**src/rtl/mips32_loader_pkg.sv**
```systemverilog
// Shared types and constants for the mips32 program loader.
// Optional feature macro: MIPS32_LOADER_CHECKSUM_EN (adds CHK byte and ERR path).
package mips32_loader_pkg;

  // Default frame start marker.
  localparam logic [7:0] SYNC_BYTE_DEFAULT = 8'hA5;

  // Byte lane of the last data byte of a word (big-endian: lane 0 is [31:24]).
  localparam logic [1:0] LAST_LANE = 2'd3;

  // A COUNT byte of zero encodes a full block of 256 words.
  localparam logic [8:0] MAX_WORDS = 9'd256;

  typedef enum logic [3:0] {
    ST_IDLE,
    ST_ADDR_HI,
    ST_ADDR_LO,
    ST_COUNT,
    ST_DATA,
    ST_WRITE,
    ST_CHECK,
    ST_DONE,
    ST_ERR
  } state_t;

  // Decode the COUNT byte into a word count.
  function automatic logic [8:0] word_count(input logic [7:0] b);
    return (b == 8'd0) ? MAX_WORDS : {1'b0, b};
  endfunction

endpackage

```
**src/rtl/mips32_loader_word_asm.sv**
```systemverilog
// Big-endian 4-byte word assembler: shifts bytes in MSB-first, counts lanes
// and flags (registered) the cycle after the 4th byte lands.
module mips32_loader_word_asm
  import mips32_loader_pkg::*;
(
  input  logic        clk1,
  input  logic        rst_n,
  input  logic        i_clr,
  input  logic        i_shift,
  input  logic [7:0]  i_byte,
  output logic [31:0] o_word,
  output logic        o_last_lane,
  output logic        o_word_ready
);

  logic [31:0] r_word;
  logic [1:0]  r_lane;
  logic        r_word_ready;

  // Shift bytes into the word, track the lane and flag a completed word.
  always_ff @(posedge clk1 or negedge rst_n) begin
    if (!rst_n) begin
      r_word       <= 32'd0;
      r_lane       <= 2'd0;
      r_word_ready <= 1'b0;
    end else begin
      r_word_ready <= i_shift && (r_lane == LAST_LANE);
      if (i_clr) begin
        r_lane <= 2'd0;
      end else if (i_shift) begin
        r_word <= {r_word[23:0], i_byte};
        r_lane <= r_lane + 2'd1;
      end
    end
  end

  assign o_word       = r_word;
  assign o_last_lane  = (r_lane == LAST_LANE);
  assign o_word_ready = r_word_ready;

endmodule

```
**src/rtl/mips32_prog_loader.sv**
```systemverilog
// Byte-stream program loader for the mips32_core memory. Parses
// SYNC/ADDR_HI/ADDR_LO/COUNT/data frames, writes words, and holds the
// core in reset until a frame completes.
// Optional feature macro: MIPS32_LOADER_CHECKSUM_EN (XOR CHK byte, err output).
module mips32_prog_loader
  import mips32_loader_pkg::*;
#(
  parameter int         ADDR_W    = 10,
  parameter logic [7:0] SYNC_BYTE = SYNC_BYTE_DEFAULT
) (
  input  logic              clk1,
  input  logic              rst_n,
  input  logic [7:0]        in_data,
  input  logic              in_valid,
  output logic              in_ready,
  output logic              mem_we,
  output logic [ADDR_W-1:0] mem_addr,
  output logic [31:0]       mem_wdata,
  output logic              core_rst_n,
  output logic              done,
  output logic              err
);

  state_t            r_state;
  logic              r_in_ready;
  logic [7:0]        r_addr_hi;
  logic [ADDR_W-1:0] r_addr;
  logic [8:0]        r_count;
  logic              r_core_rst_n;
  logic              r_done;

  logic              w_accept;
  logic              w_sync;
  logic              w_restart;
  logic              w_shift;
  logic              w_last_lane;
  logic              w_word_ready;
  logic [31:0]       w_word;

  assign w_accept  = in_valid && r_in_ready;
  assign w_sync    = w_accept && (in_data == SYNC_BYTE);
  assign w_restart = w_sync && ((r_state == ST_IDLE) || (r_state == ST_DONE) ||
                                (r_state == ST_ERR));
  assign w_shift   = w_accept && (r_state == ST_DATA);

  mips32_loader_word_asm u_word_asm (
    .clk1         (clk1),
    .rst_n        (rst_n),
    .i_clr        (w_restart),
    .i_shift      (w_shift),
    .i_byte       (in_data),
    .o_word       (w_word),
    .o_last_lane  (w_last_lane),
    .o_word_ready (w_word_ready)
  );

`ifdef MIPS32_LOADER_CHECKSUM_EN
  logic [7:0] r_chk;
  logic       r_err;

  // Running XOR over every header and data byte of the current frame.
  always_ff @(posedge clk1 or negedge rst_n) begin
    if (!rst_n) begin
      r_chk <= 8'd0;
    end else if (w_restart) begin
      r_chk <= 8'd0;
    end else if (w_accept && ((r_state == ST_ADDR_HI) || (r_state == ST_ADDR_LO) ||
                              (r_state == ST_COUNT) || (r_state == ST_DATA))) begin
      r_chk <= r_chk ^ in_data;
    end
  end
`endif

  // Frame-parsing FSM with address/count counters and registered status outputs.
  always_ff @(posedge clk1 or negedge rst_n) begin
    if (!rst_n) begin
      r_state      <= ST_IDLE;
      r_in_ready   <= 1'b0;
      r_addr_hi    <= 8'd0;
      r_addr       <= '0;
      r_count      <= 9'd0;
      r_core_rst_n <= 1'b0;
      r_done       <= 1'b0;
`ifdef MIPS32_LOADER_CHECKSUM_EN
      r_err        <= 1'b0;
`endif
    end else begin
      r_in_ready <= 1'b1;
      case (r_state)
        ST_IDLE: begin
          if (w_sync) r_state <= ST_ADDR_HI;
        end
        ST_ADDR_HI: begin
          if (w_accept) begin
            r_addr_hi <= in_data;
            r_state   <= ST_ADDR_LO;
          end
        end
        ST_ADDR_LO: begin
          if (w_accept) begin
            r_addr  <= ADDR_W'({r_addr_hi, in_data});
            r_state <= ST_COUNT;
          end
        end
        ST_COUNT: begin
          if (w_accept) begin
            r_count <= word_count(in_data);
            r_state <= ST_DATA;
          end
        end
        ST_DATA: begin
          // The 4th byte completes the word; stall the source for the write cycle.
          if (w_accept && w_last_lane) begin
            r_state    <= ST_WRITE;
            r_in_ready <= 1'b0;
          end
        end
        ST_WRITE: begin
          if (r_count == 9'd1) begin
`ifdef MIPS32_LOADER_CHECKSUM_EN
            r_state      <= ST_CHECK;
`else
            r_state      <= ST_DONE;
            r_core_rst_n <= 1'b1;
            r_done       <= 1'b1;
`endif
          end else begin
            r_count <= r_count - 9'd1;
            r_addr  <= r_addr + {{(ADDR_W-1){1'b0}}, 1'b1};
            r_state <= ST_DATA;
          end
        end
`ifdef MIPS32_LOADER_CHECKSUM_EN
        ST_CHECK: begin
          if (w_accept) begin
            if (in_data == r_chk) begin
              r_state      <= ST_DONE;
              r_core_rst_n <= 1'b1;
              r_done       <= 1'b1;
            end else begin
              r_state <= ST_ERR;
              r_err   <= 1'b1;
            end
          end
        end
`endif
        ST_DONE, ST_ERR: begin
          // A new frame re-arms the core reset and clears the status flags.
          if (w_sync) begin
            r_state      <= ST_ADDR_HI;
            r_core_rst_n <= 1'b0;
            r_done       <= 1'b0;
`ifdef MIPS32_LOADER_CHECKSUM_EN
            r_err        <= 1'b0;
`endif
          end
        end
        default: r_state <= ST_IDLE;
      endcase
    end
  end

  assign in_ready   = r_in_ready;
  assign mem_we     = w_word_ready;
  assign mem_addr   = r_addr;
  assign mem_wdata  = w_word;
  assign core_rst_n = r_core_rst_n;
  assign done       = r_done;
`ifdef MIPS32_LOADER_CHECKSUM_EN
  assign err        = r_err;
`else
  assign err        = 1'b0;
`endif

endmodule

```
**config.mk**
```make
export PLATFORM = sky130hd
export DESIGN_NAME = mips32_prog_loader
export DESIGN_NICKNAME = d
export VERILOG_FILES = /design/src/rtl/mips32_loader_pkg.sv /design/src/rtl/mips32_loader_word_asm.sv /design/src/rtl/mips32_prog_loader.sv
export SDC_FILE = /design/constraint.sdc
export NUM_CORES = 1
export LEC_CHECK = 0
export BUFFER_PORTS_ARGS = -buffer_cell sky130_fd_sc_hd__buf_2
export CORE_MARGIN = 4
export CORE_UTILIZATION = 53
export CTS_CLUSTER_DIAMETER = 100
export DETAILED_ROUTE_END_ITERATION = 16
export PLACE_DENSITY_LB_ADDON = 0.08
export SETUP_SLACK_MARGIN = 0.1
export SLEW_MARGIN = 40
export SYNTH_ARGS = -nofsm -noshare
export SYNTH_HDL_FRONTEND = slang
export SYNTH_SLANG_ARGS = --single-unit
```
**constraint.sdc**
```tcl
create_clock -name clk1 -period 4.4 [get_ports clk1]
set_input_delay 0.44 -clock clk1 [delete_from_list [all_inputs] [get_ports clk1]]
set_output_delay 0.44 -clock clk1 [all_outputs]
set_load 0.03 [all_outputs]
```
==> flow_metrics.env <==
export IMPL_syn_area_sq_um=3060
export IMPL_drc=0
export IMPL_crit_family="simple AND/OR/NAND/NOR gates"
export IMPL_rsz0062_at_grt="no"
export IMPL_h_tree_depth=3
export IMPL_synth_top_area_share_pct=49.8
export IMPL_path_clk_slew_ps=70
export IMPL_critPathKind="reg -> reg"
export IMPL_final_setup_viol_count=0
export IMPL_cts_tree="yes"
export IMPL_die_x_microns=84.0
export IMPL_wire_per_inst_microns=18.4
export IMPL_max_stage_delay_ps=790
export IMPL_seq_area_sq_um=1530
export IMPL_firstDrtPassIters=6
export IMPL_netlist_instances=279
export IMPL_synthTopCellsByCount="dfrtp_1, mux2_2, o21ai_0"
export IMPL_synth_nets=294
export IMPL_cts_path_max_buffers=2
export IMPL_relSlewSlack_pct=46.2
export IMPL_fin_crit_ps=2330
export IMPL_wl_met3_microns=469
export IMPL_min_path_type="in -> async"
export IMPL_cp_cell_sequence="and3b_1, o21ai_4, nand2_4, mux2_4"
export IMPL_cts_hold_buffers=0
export IMPL_numCtsBuffers=9
export IMPL_dr_first_iter_drc_count=181
export IMPL_grt_usage_pct=22.3
export IMPL_ys_seq_elements=61
export IMPL_fin_skew_ps=7.80
export IMPL_tightest_slew_ps=807
export IMPL_synth_cell_types=53
export IMPL_status="finished clean"
export IMPL_grt_pass1_wl_microns=12500
export IMPL_design_core_area_sq_um=5540
export IMPL_port_buffers=56
export IMPL_path_max_fanout=22
export IMPL_finalInstanceArea_sq_um=3620
export IMPL_clock_sinks=61
export IMPL_synthFlopType="dfrtp_1"
export IMPL_power_density_nw_per_um2=688
export IMPL_critPathBufInv=0
export IMPL_antenna_cells=0
export IMPL_io_pins=58
export IMPL_dp_hpwl_microns=5070
export IMPL_synth_largest_area_cell="dfrtp_1"
export IMPL_wl_met2_microns=3620
export IMPL_rows=27
export IMPL_period_share_pct=53.0
export IMPL_multi_input_area_sq_um=1430
export IMPL_finalHoldViolCount=0
export IMPL_drv_slew=0
export IMPL_startpoint_type="flip-flop"
export IMPL_yosysWarnings=0
export IMPL_fill_cells=460
export IMPL_required_ps=4620
export IMPL_synthTopCellsByArea="dfrtp_1, mux2_2, o21ai_0"
export IMPL_cts_resized=0
export IMPL_fmax_mhz=429
export IMPL_post_cts_buffers=0
export IMPL_antenna_found_initial=0
export IMPL_crit_arrival_ps=2560
export IMPL_start_util_pct=55.3
export IMPL_grt_max_degree=46
export IMPL_gp_congestion=0.894
export IMPL_synth_most_common_cell="dfrtp_1"
export IMPL_hold_slack_ps=22.0
export IMPL_viasPerCell=6.14
export IMPL_setup_tns_ps=0
export IMPL_dieArea_sq_um=7060
export IMPL_insertion_delay_ps=340
export IMPL_nets=348
export IMPL_wirelength_met1_microns=3270
export IMPL_ir_drop_v=0.000470
export IMPL_synth_edf_count=0
export IMPL_synth_area_per_cell_sq_um=11.0
export IMPL_grt_overflow_total=0
export IMPL_area_growth_pct=18.1
export IMPL_post_dp_cell_area_sq_um=3380
export IMPL_clockRootBuffer="clkbuf_8"
export IMPL_setup_worst_path_end_class="flip-flop"
export IMPL_slowest_stage="and3b_1"
export IMPL_die_y_microns=84.0
export IMPL_antenna_left=0
export IMPL_wl_microns=7520
export IMPL_leakage_nw=1.60
export IMPL_top_layer="met4"
export IMPL_synthArstFlopShare_pct=100
export IMPL_maxCapViolations=0
export IMPL_vias=2516
export IMPL_grt_pass1_vias=2442
export IMPL_drive_gt1_share_pct=36.1
export IMPL_synth_seq_area_share_pct=49.8
-- stage by stage --
stage | setup slack, ps | util (%) | cells | total power [mW]
6_report | 2070 | 65.3 | 410 | 2.49
2_1_floorplan | 2590 | - | 279 | 1.61
5_1_grt | 1920 | 65.3 | 410 | 2.63
4_1_cts | 2110 | 65.3 | 410 | 2.50
3_5_place_dp | 2160 | 61.0 | 394 | 1.89
3_3_place_gp | 2210 | 61.0 | 394 | 1.87
-- per-layer routing --
metal,global-route usage [%],up-vias
met2,34.4,115
met1,30.3,1215
met4,10.1,0
li1,-,1168
met5,0,-
met3,4.44,18
-- state kept, by name, summed over array words and instances, names as in the netlist --
name and count:
done 1, r_count 9, u_word_asm.o_word_ready 1, in_ready 1
r_state 3, r_addr_hi 2, u_word_asm.o_word 32, mem_addr 10
u_word_asm.r_lane 2
-- path summary, 6_finish.rpt --
path,start,to,slack (ps),cells past startpoint
min,rst_n,r_count[2],20,1
max reg2reg,r_state[0],r_count[1],2070,4
min in group clk1,in_data[3],u_word_asm.o_word[3],380,2
min reg2reg,u_word_asm.o_word[27],u_word_asm.o_word[27],500,1
max in group asynchronous,rst_n,u_word_asm.o_word[19],3470,2
max,r_state[0],r_count[1],2070,4
-- area by class of cell --
| class | instances | share of cell area (%) |
|---|---|---|
| Clock buffer | 10 | 3.53 |
| Clock inverter | 6 | 3.08 |
| Inverter | 9 | 0.934 |
| Multi-Input combinational cell | 193 | 39.4 |
| Sequential cell | 61 | 42.2 |
| Tap cell | 72 | 2.49 |
| Timing Repair Buffer | 59 | 8.37 |
-- cell usage in the layout (no fill, tap or decap), types with 2 or more instances in the layout --
| master | count |
|---|---|
| clkbuf_8 | 9 |
| a22oi_1 | 5 |
| o211ai_1 | 4 |
| and3_1 | 2 |
| nand4_1 | 3 |
| ha_1 | 4 |
| a31o_2 | 2 |
| buf_2 | 56 |
| a221oi_1 | 2 |
| dfrtp_1 | 61 |
| inv_1 | 9 |
| o221ai_1 | 3 |
| nand3b_1 | 2 |
| o22ai_1 | 6 |
| nand2_1 | 16 |
| nand3_1 | 8 |
| nand2_4 | 2 |
| mux2_2 | 34 |
| a211oi_1 | 4 |
| nor3b_1 | 2 |
| a22o_1 | 2 |
| bufinv_16 | 3 |
| nor4_1 | 2 |
| o22a_1 | 2 |
| a31oi_1 | 5 |
| nor3_1 | 11 |
| nor2_1 | 11 |
| nand2b_1 | 2 |
| o21ai_0 | 20 |
| buf_4 | 3 |
| a21oi_1 | 12 |
| or4_1 | 4 |
| a2bb2oi_1 | 2 |
-- power by group --
part / total (mW) / switching, mW / internal, mW
combinational: 0.924 / 0.586 / 0.338
sequential: 0.960 / 0.192 / 0.767
clock: 0.606 / 0.230 / 0.376
total: 2.49 / 1.01 / 1.48
-- kinds of logic (layout without fill, tap and decap cells) --
kind of cell | after synthesis | in the layout | synth area share, %
AND/OR/NAND/NOR | 76 | 76 | 14.3
adder cells (fa/ha/maj) | 4 | 4 | 1.63
buffers and inverters | 25 | 84 | 3.80
AO/OA/AOI/OAI | 76 | 76 | 17.1
other | 1 | 1 | 0.122
flip-flops | 61 | 61 | 49.8
multiplexers | 36 | 36 | 13.3
-- worst register-to-register path, cell delays in order, from the launching register on --
cell     delay (ps)
dfrtp_1         730
and3b_1         790
o21ai_4         230
nand2_4         160
mux2_4          300
Power figures use the tool's default switching activity.
